$ cat config.mk
export PLATFORM = sky130hd
export DESIGN_NAME = packer_fsm_flat
export DESIGN_NICKNAME = d
export VERILOG_FILES = /design/src/rtl/packer_pkg.sv /design/src/rtl/packer_if.sv /design/src/rtl/packer_err_chk.sv /design/src/rtl/packer_fsm.sv /design/src/flat_wrapper.sv
export SDC_FILE = /design/constraint.sdc
export NUM_CORES = 2
export LEC_CHECK = 0
export CAP_MARGIN = 40
export CELL_PAD_IN_SITES_DETAIL_PLACEMENT = 0
export CELL_PAD_IN_SITES_GLOBAL_PLACEMENT = 2
export CORE_AREA = 2 2 616 618
export CTS_CLUSTER_SIZE = 16
export DETAILED_ROUTE_END_ITERATION = 16
export DIE_AREA = 0 0 618 620
export DONT_BUFFER_PORTS = 1
export HOLD_SLACK_MARGIN = 0.12
export PLACE_DENSITY = 0.37
export SLEW_MARGIN = 40
export SYNTH_ARGS = -nofsm -noshare
export SYNTH_HDL_FRONTEND = slang
export SYNTH_HIERARCHICAL = 1
export SYNTH_SLANG_ARGS = --single-unit
$ cat constraint.sdc
create_clock -name clk -period 45.2 [get_ports clk]
set_clock_uncertainty 0.05 [all_clocks]
set_input_delay 9.04 -clock clk [delete_from_list [all_inputs] [get_ports clk]]
set_output_delay 9.04 -clock clk [all_outputs]
set_load 0.02 [all_outputs]
$ cat src/rtl/packer_pkg.sv
// -----------------------------------------------------------------------------
// packer_pkg
// Shared types and constants for the narrow-beat to wide-word packer.
//   state_t  : FSM states (IDLE, ACCUM, SEND)
//   vbc_t    : valid-byte-count field at the default width
//   beats_f  : input beats per output word
// No ports.
// -----------------------------------------------------------------------------
package packer_pkg;

  localparam int P_IN_SZ_B  = 32;
  localparam int P_OUT_SZ_B = 160;
  localparam int P_VBC_W    = 8;

  typedef enum logic [1:0] {
    IDLE  = 2'd0,
    ACCUM = 2'd1,
    SEND  = 2'd2
  } state_t;

  typedef logic [P_VBC_W-1:0] vbc_t;

  function automatic int beats_f(input int in_sz_b, input int out_sz_b);
    return out_sz_b / in_sz_b;
  endfunction

endpackage

$ cat src/rtl/packer_if.sv
// -----------------------------------------------------------------------------
// packer_if
// Beat-in / word-out bus of the packer.
//   in_*  : narrow beat stream (val/sop/eop/vbc/data) with in_ready back
//   out_* : wide word stream (val/sop/eop/vbc/data) with out_ready back
// Handshake: a transfer happens on a rising clk edge where valid && ready.
//   The sender keeps valid and its payload stable until that edge; the
//   receiver may raise or drop ready at any time.
// Modports: master = beat source / word sink, slave = the packer.
// -----------------------------------------------------------------------------
interface packer_if
  import packer_pkg::*;
#(
  parameter int IN_SZ_B  = P_IN_SZ_B,
  parameter int OUT_SZ_B = P_OUT_SZ_B,
  parameter int VBC_W    = P_VBC_W
);
  logic                    in_val;
  logic                    in_sop;
  logic                    in_eop;
  logic [VBC_W-1:0]        in_vbc;
  logic [IN_SZ_B*8-1:0]    in_data;
  logic                    in_ready;

  logic                    out_val;
  logic                    out_sop;
  logic                    out_eop;
  logic [VBC_W-1:0]        out_vbc;
  logic [OUT_SZ_B*8-1:0]   out_data;
  logic                    out_ready;

  modport master (
    output in_val, in_sop, in_eop, in_vbc, in_data, out_ready,
    input  in_ready, out_val, out_sop, out_eop, out_vbc, out_data
  );

  modport slave (
    input  in_val, in_sop, in_eop, in_vbc, in_data, out_ready,
    output in_ready, out_val, out_sop, out_eop, out_vbc, out_data
  );
endinterface

$ cat src/rtl/packer_err_chk.sv
// -----------------------------------------------------------------------------
// packer_err_chk
// Input protocol checker for packer_fsm (built only with PACKER_ERR_CHK_EN).
// Ports:
//   clk, reset : clock, async active-high reset
//   i_state    : packer FSM state
//   i_accept   : beat handshake strobe (in_val && in_ready)
//   i_sop/i_eop/i_vbc : sideband of the beat being accepted
//   o_drop     : accepted beat must not be packed
//   o_err      : sticky protocol error, cleared only by reset
// A sop arriving in ACCUM sets err but is not dropped: the packer restarts
// the word on that beat.
// -----------------------------------------------------------------------------
module packer_err_chk
  import packer_pkg::*;
#(
  parameter int IN_SZ_B = P_IN_SZ_B,
  parameter int VBC_W   = P_VBC_W
) (
  input  logic             clk,
  input  logic             reset,
  input  state_t           i_state,
  input  logic             i_accept,
  input  logic             i_sop,
  input  logic             i_eop,
  input  logic [VBC_W-1:0] i_vbc,
  output logic             o_drop,
  output logic             o_err
);
  logic r_err;
  logic w_bad_vbc;
  logic w_idle_nosop;
  logic w_accum_sop;

  assign w_bad_vbc    = (i_vbc == '0) || (i_vbc > VBC_W'(IN_SZ_B)) ||
                        ((i_vbc < VBC_W'(IN_SZ_B)) && !i_eop);
  assign w_idle_nosop = (i_state == IDLE) && !i_sop;
  assign w_accum_sop  = (i_state == ACCUM) && i_sop;

  assign o_drop = i_accept && (w_bad_vbc || w_idle_nosop);
  assign o_err  = r_err;

  always_ff @(posedge clk or posedge reset) begin
    if (reset) begin
      r_err <= 1'b0;
    end else if (i_accept && (w_bad_vbc || w_idle_nosop || w_accum_sop)) begin
      r_err <= 1'b1;
    end
  end
endmodule

$ cat src/rtl/packer_fsm.sv
// -----------------------------------------------------------------------------
// packer_fsm
// Packs IN_SZ_B-byte beats into OUT_SZ_B-byte words with val/sop/eop/vbc.
// Ports:
//   clk, reset  : clock, async active-high reset
//   bus         : packer_if.slave (in_* beat stream, out_* word stream)
//   err         : sticky protocol error (0 unless PACKER_ERR_CHK_EN)
//   o_dbg_state : current FSM state
// Optional feature: define PACKER_ERR_CHK_EN to add the input checker.
// -----------------------------------------------------------------------------
module packer_fsm
  import packer_pkg::*;
#(
  parameter int IN_SZ_B  = P_IN_SZ_B,
  parameter int OUT_SZ_B = P_OUT_SZ_B,
  parameter int VBC_W    = P_VBC_W
) (
  input  logic       clk,
  input  logic       reset,
  packer_if.slave    bus,
  output logic       err,
  output state_t     o_dbg_state
);
  localparam int BEATS = beats_f(IN_SZ_B, OUT_SZ_B);
  localparam int IN_W  = IN_SZ_B * 8;
  localparam int CNT_W = (BEATS > 1) ? $clog2(BEATS + 1) : 1;

  state_t                r_state;
  state_t                w_next;
  logic                  r_live;      // holds in_ready low until the first clk after reset
  logic [OUT_SZ_B*8-1:0] r_acc;
  logic [CNT_W-1:0]      r_beat_cnt;
  logic [VBC_W-1:0]      r_byte_cnt;
  logic                  r_sop;
  logic                  r_eop;

  logic w_in_ready;
  logic w_out_val;
  logic w_accept;
  logic w_drop;
  logic w_take;
  logic w_restart;
  logic w_start;
  logic w_last;
  logic w_xfer;

  assign w_accept = bus.in_val && w_in_ready;
  assign w_take   = w_accept && !w_drop;

`ifdef PACKER_ERR_CHK_EN
  packer_err_chk #(
    .IN_SZ_B (IN_SZ_B),
    .VBC_W   (VBC_W)
  ) u_err_chk (
    .clk      (clk),
    .reset    (reset),
    .i_state  (r_state),
    .i_accept (w_accept),
    .i_sop    (bus.in_sop),
    .i_eop    (bus.in_eop),
    .i_vbc    (bus.in_vbc),
    .o_drop   (w_drop),
    .o_err    (err)
  );
  // A sop in mid-word abandons the partial word and starts afresh.
  assign w_restart = w_take && (r_state == ACCUM) && bus.in_sop;
`else
  assign w_drop    = 1'b0;
  assign err       = 1'b0;
  assign w_restart = 1'b0;
`endif

  // Beats without sop in IDLE are ignored so a malformed stream cannot wedge us.
  assign w_start = (w_take && (r_state == IDLE) && bus.in_sop) || w_restart;
  assign w_last  = bus.in_eop ||
                   (w_start ? (BEATS == 1) : (r_beat_cnt == CNT_W'(BEATS - 1)));
  assign w_xfer  = (r_state == SEND) && bus.out_ready;

  always_ff @(posedge clk or posedge reset) begin
    if (reset) r_state <= IDLE;
    else       r_state <= w_next;
  end

  always_comb begin
    w_next     = r_state;
    w_in_ready = 1'b0;
    w_out_val  = 1'b0;
    case (r_state)
      IDLE: begin
        w_in_ready = r_live;
        if (w_start) w_next = w_last ? SEND : ACCUM;
      end
      ACCUM: begin
        w_in_ready = r_live;
        if (w_take && w_last) w_next = SEND;
      end
      SEND: begin
        w_out_val = 1'b1;
        if (bus.out_ready) w_next = r_eop ? IDLE : ACCUM;
      end
      default: w_next = IDLE;
    endcase
  end

  always_ff @(posedge clk or posedge reset) begin
    if (reset) begin
      r_live     <= 1'b0;
      r_acc      <= '0;
      r_beat_cnt <= '0;
      r_byte_cnt <= '0;
      r_sop      <= 1'b0;
      r_eop      <= 1'b0;
    end else begin
      r_live <= 1'b1;
      if (w_start) begin
        r_acc             <= '0;
        r_acc[IN_W-1:0]   <= bus.in_data;
        r_beat_cnt        <= CNT_W'(1);
        r_byte_cnt        <= bus.in_vbc;
        r_sop             <= 1'b1;
        r_eop             <= bus.in_eop;
      end else if (w_take && (r_state == ACCUM)) begin
        r_acc[int'(r_beat_cnt) * IN_W +: IN_W] <= bus.in_data;
        r_beat_cnt <= r_beat_cnt + CNT_W'(1);
        r_byte_cnt <= r_byte_cnt + bus.in_vbc;
        r_eop      <= bus.in_eop;
      end else if (w_xfer) begin
        // Clearing here keeps unwritten bytes of the next word at zero.
        r_acc      <= '0;
        r_beat_cnt <= '0;
        r_byte_cnt <= '0;
        r_sop      <= 1'b0;
      end
    end
  end

  assign bus.in_ready = w_in_ready;
  assign bus.out_val  = w_out_val;
  assign bus.out_sop  = w_out_val && r_sop;
  assign bus.out_eop  = w_out_val && r_eop;
  assign bus.out_vbc  = w_out_val ? r_byte_cnt : '0;
  assign bus.out_data = r_acc;
  assign o_dbg_state  = r_state;
endmodule
$ cat src/flat_wrapper.sv
// flat-port wrapper written by rule: the top's interface ports become plain ports
module packer_fsm_flat import packer_pkg::*;
#(
  parameter int IN_SZ_B  = P_IN_SZ_B,
  parameter int OUT_SZ_B = P_OUT_SZ_B,
  parameter int VBC_W    = P_VBC_W
)
  (clk, reset, err, o_dbg_state, bus_in_val, bus_in_sop, bus_in_eop, bus_in_vbc, bus_in_data, bus_out_ready, bus_in_ready, bus_out_val, bus_out_sop, bus_out_eop, bus_out_vbc, bus_out_data);
  packer_if #(.IN_SZ_B(IN_SZ_B), .OUT_SZ_B(OUT_SZ_B), .VBC_W(VBC_W)) bus_i ();
  input  logic clk;
  input  logic reset;
  output logic err;
  output state_t o_dbg_state;
  input wire logic [$bits(bus_i.in_val)-1:0] bus_in_val;
  input wire logic [$bits(bus_i.in_sop)-1:0] bus_in_sop;
  input wire logic [$bits(bus_i.in_eop)-1:0] bus_in_eop;
  input wire logic [$bits(bus_i.in_vbc)-1:0] bus_in_vbc;
  input wire logic [$bits(bus_i.in_data)-1:0] bus_in_data;
  input wire logic [$bits(bus_i.out_ready)-1:0] bus_out_ready;
  output wire logic [$bits(bus_i.in_ready)-1:0] bus_in_ready;
  output wire logic [$bits(bus_i.out_val)-1:0] bus_out_val;
  output wire logic [$bits(bus_i.out_sop)-1:0] bus_out_sop;
  output wire logic [$bits(bus_i.out_eop)-1:0] bus_out_eop;
  output wire logic [$bits(bus_i.out_vbc)-1:0] bus_out_vbc;
  output wire logic [$bits(bus_i.out_data)-1:0] bus_out_data;
  assign bus_i.in_val = bus_in_val;
  assign bus_i.in_sop = bus_in_sop;
  assign bus_i.in_eop = bus_in_eop;
  assign bus_i.in_vbc = bus_in_vbc;
  assign bus_i.in_data = bus_in_data;
  assign bus_i.out_ready = bus_out_ready;
  assign bus_in_ready = bus_i.in_ready;
  assign bus_out_val = bus_i.out_val;
  assign bus_out_sop = bus_i.out_sop;
  assign bus_out_eop = bus_i.out_eop;
  assign bus_out_vbc = bus_i.out_vbc;
  assign bus_out_data = bus_i.out_data;
  packer_fsm #(.IN_SZ_B(IN_SZ_B), .OUT_SZ_B(OUT_SZ_B), .VBC_W(VBC_W)) u_core (.clk(clk), .reset(reset), .bus(bus_i), .err(err), .o_dbg_state(o_dbg_state));
endmodule
==> metrics.cfg <==
[worst_setup_path]
worst-r2r-cell-count=8
r2r_slack_ns=40.59
cp_max_fo=61
reg2reg_to=u_core/bus.out_data[766]
required_ns=45.89
r2r-start=u_core/o_dbg_state[0]
startpoint=bus_in_val
cp_data_arrival_time_ns=12.79
cp_slowest_cell=buf_4
cp-end-kind=flop
crit_end=u_core/bus.out_data[766]
cp-start-kind=input port
worst-setup-path-type=input port to flop
slowest_delay_ns=0.68
path_cells=and4b_1, and3_4, and2_1, and3_4, buf_4, buf_4, buf_6, a22o_1

[floorplanning]
dieArea_um2=383000
dieWidth_um=618
ios=1565
row_count=226
initial_core_util_pct=12.3
fp.coreArea_um2=377000
fp.dieH_um=620

[power_and_ir_drop]
ir_drop_mv=0.0287
power_density_nw_per_um2=61.6
total_leakage_power_nw=25.8

[final_layout]
layout_commonest_cell=dfrtp_1
layoutNonFillerInstCount=8143
ff_latch_area_um2=32400
layout_common_cells=dfrtp_1, a22o_1, clkbuf_16
fill_cells=41400
drive_gt1_share_pct=11.9
nets=3257
syn2layout_area_growth_pct=24.8
multi_input_area_um2=12200

[grt]
antenna_found_initial=48
grt_pass1_vias=30500
grt_use_total_pct=13.4
grtUsageMet1_pct=16.2
use_met2_pct=22.0
grt.busiest_layer=met2
grt_pass1_wl_um=348000
grt_max_degree=140
gr-total-overflow=0
grt_use_met3_pct=5.64

[timing]
max_freq_mhz=82.7
fin_setup_tns_ns=0
setup_slack_ns=33.11
finalHoldViolCount=0
finalCriticalPeriod_ns=12.09
slew_viol_final=0
post-route-period-util_pct=26.8
rsz0062_at_grt=false
worst_pin_slew_ns=0.892
setup_viol=0
relSlewSlack_pct=40.5

[routing]
drt_first_pass_iters=5
vias=29700
wl_per_cell_um=33.1
drc=0
drt_wl_total_um=270000
drtIter0Drc=2368
ant_nets=0
avgViaCountPerCell=3.65

[synthesis]
ys.flop_type=dfrtp_1
syn_nets=3292
synth_warnings=6
async_flop_share_pct=100
ys_ff_latch=1296
seq_area_frac_synth_pct=70.0
syn_area_um2=46300
synth_edf_count=0
synth_cell_type_count=47
synthCells=3007
avgSynthCellArea_um2=15.4

[clocking]
tritoncts=done
clockBufferDepth=4
cts_hold_buf=0
clock-root-buffer=clkbuf_16
insertion_delay_ns=0.83
numCtsBuffers=171
clk_pin_slew_ns=0.06
cts-resized-gates=0
cts.sinks=1296
htreeDepth=4
cts_setup_buffers=0

[run]
drv_cap=0

[placement]
portBuffers=0
post-place-ws_ns=32.09
dp.cells=7808
finalWeightedCongestion=0.818
dp_hpwl_um=197000

[outcome]
outcome=finished clean

[worst_hold_path]
min_path_type=flop to flop
min-delay-start=u_core/r_byte_cnt[2]

==> synthesized netlist by cell type, types with 2 or more instances <==
| library cell | instances | area, um2 |
|---|---|---|
| nand2_1 | 16 | 60.1 |
| nor3_1 | 2 | 10.0 |
| and2_1 | 9 | 56.3 |
| a222oi_1 | 2 | 20.0 |
| o211ai_1 | 2 | 15.0 |
| nand3b_1 | 2 | 15.0 |
| and3_1 | 7 | 43.8 |
| nor2_1 | 16 | 60.1 |
| a211oi_1 | 3 | 22.5 |
| nor2b_1 | 4 | 25.0 |
| o221ai_1 | 2 | 17.5 |
| a21oi_1 | 10 | 50.1 |
| nand4b_1 | 2 | 17.5 |
| xnor2_1 | 4 | 35.0 |
| and3b_1 | 2 | 17.5 |
| buf_2 | 211 | 1060 |
| o21a_1 | 2 | 15.0 |
| inv_1 | 11 | 41.3 |
| nand2b_1 | 2 | 12.5 |
| conb_1 | 2 | 7.51 |
| a22o_1 | 1278 | 11200 |
| a221oi_1 | 4 | 35.0 |
| ha_1 | 14 | 175 |
| o21ai_0 | 7 | 35.0 |
| clkbuf_1 | 22 | 82.6 |
| dfrtp_1 | 1296 | 32400 |
| buf_6 | 55 | 619 |
==> worst min path at each step <==
stage                           end  slack (ns)  cells after the start
4_1_cts        u_core/r_byte_cnt[2]        0.50                      2
2_1_floorplan  u_core/r_byte_cnt[0]        0.43                      2
6_report       u_core/r_byte_cnt[2]        0.49                      2
3_3_place_gp   u_core/r_byte_cnt[0]        0.49                      2
5_1_grt        u_core/r_byte_cnt[0]        0.53                      2
3_5_place_dp   u_core/r_byte_cnt[2]        0.49                      2
==> cells by family (layout without fill, tap and decap cells) <==
family	after synthesis	in the layout	synth area share (%)
compound gates	1318	1318	24.7
simple gates	70	70	0.829
mux	2	2	0.0459
flops	1296	1296	70.0
xor+xnor	4	4	0.0756
other cells	2	27	0.0162
buf+inv	300	395	3.90
fa+ha+maj	15	15	0.421
==> area by class of cell <==
cell class | count | share of cell area [%]
flip-flops and latches | 1296 | 56.1
multi-input cells | 1411 | 21.1
well taps | 5016 | 10.8
clock buffers | 252 | 8.80
repair buffers | 81 | 1.74
clock inverters | 51 | 1.25
diodes | 25 | 0.108
inverters | 11 | 0.0779
==> through the flow <==
stage               hold WS [ns]  power (W)  instance area (um2)  utilization [%]
floorplan                  0.425    0.00193                46400                -
global placement           0.495    0.00215                51500             13.7
detailed placement         0.487    0.00216                51800             13.7
CTS                        0.501    0.00362                57600             15.3
global route               0.529    0.00371                57800             15.3
finish                     0.494    0.00356                57800             15.3
==> worst max-delay path: cells and delay by family <==
family,cells,cell delay [ns]
compound gates,1,0.23
buf+inv,3,1.71
simple gates,4,1.48
==> registers in the layout (all words and copies together) (netlist names) <==
signal and count:
u_core/r_beat_cnt 3, u_core/r_sop 1, u_core/bus.out_data 1280, u_core/o_dbg_state 2
u_core/r_byte_cnt 8, u_core/r_live 1, u_core/r_eop 1
==> where the power goes <==
group | total, W | internal, W | switching, W | leakage [nW]
Sequential | 0.00176 | 0.00133 | 0.000427 | 17.7
Clock | 0.00143 | 0.000855 | 0.000578 | 2.84
Combinational | 0.000375 | 0.000162 | 0.000213 | 5.26
Total | 0.00356 | 0.00235 | 0.00122 | 25.8
==> metal layers <==
layer	share of wire (%)	routed length (um)
met5	0	0
met3	10	28200
met4	2.6	6950
met1	39	106000
met2	48	129000
No activity file was read; power rests on OpenSTA's default activity.
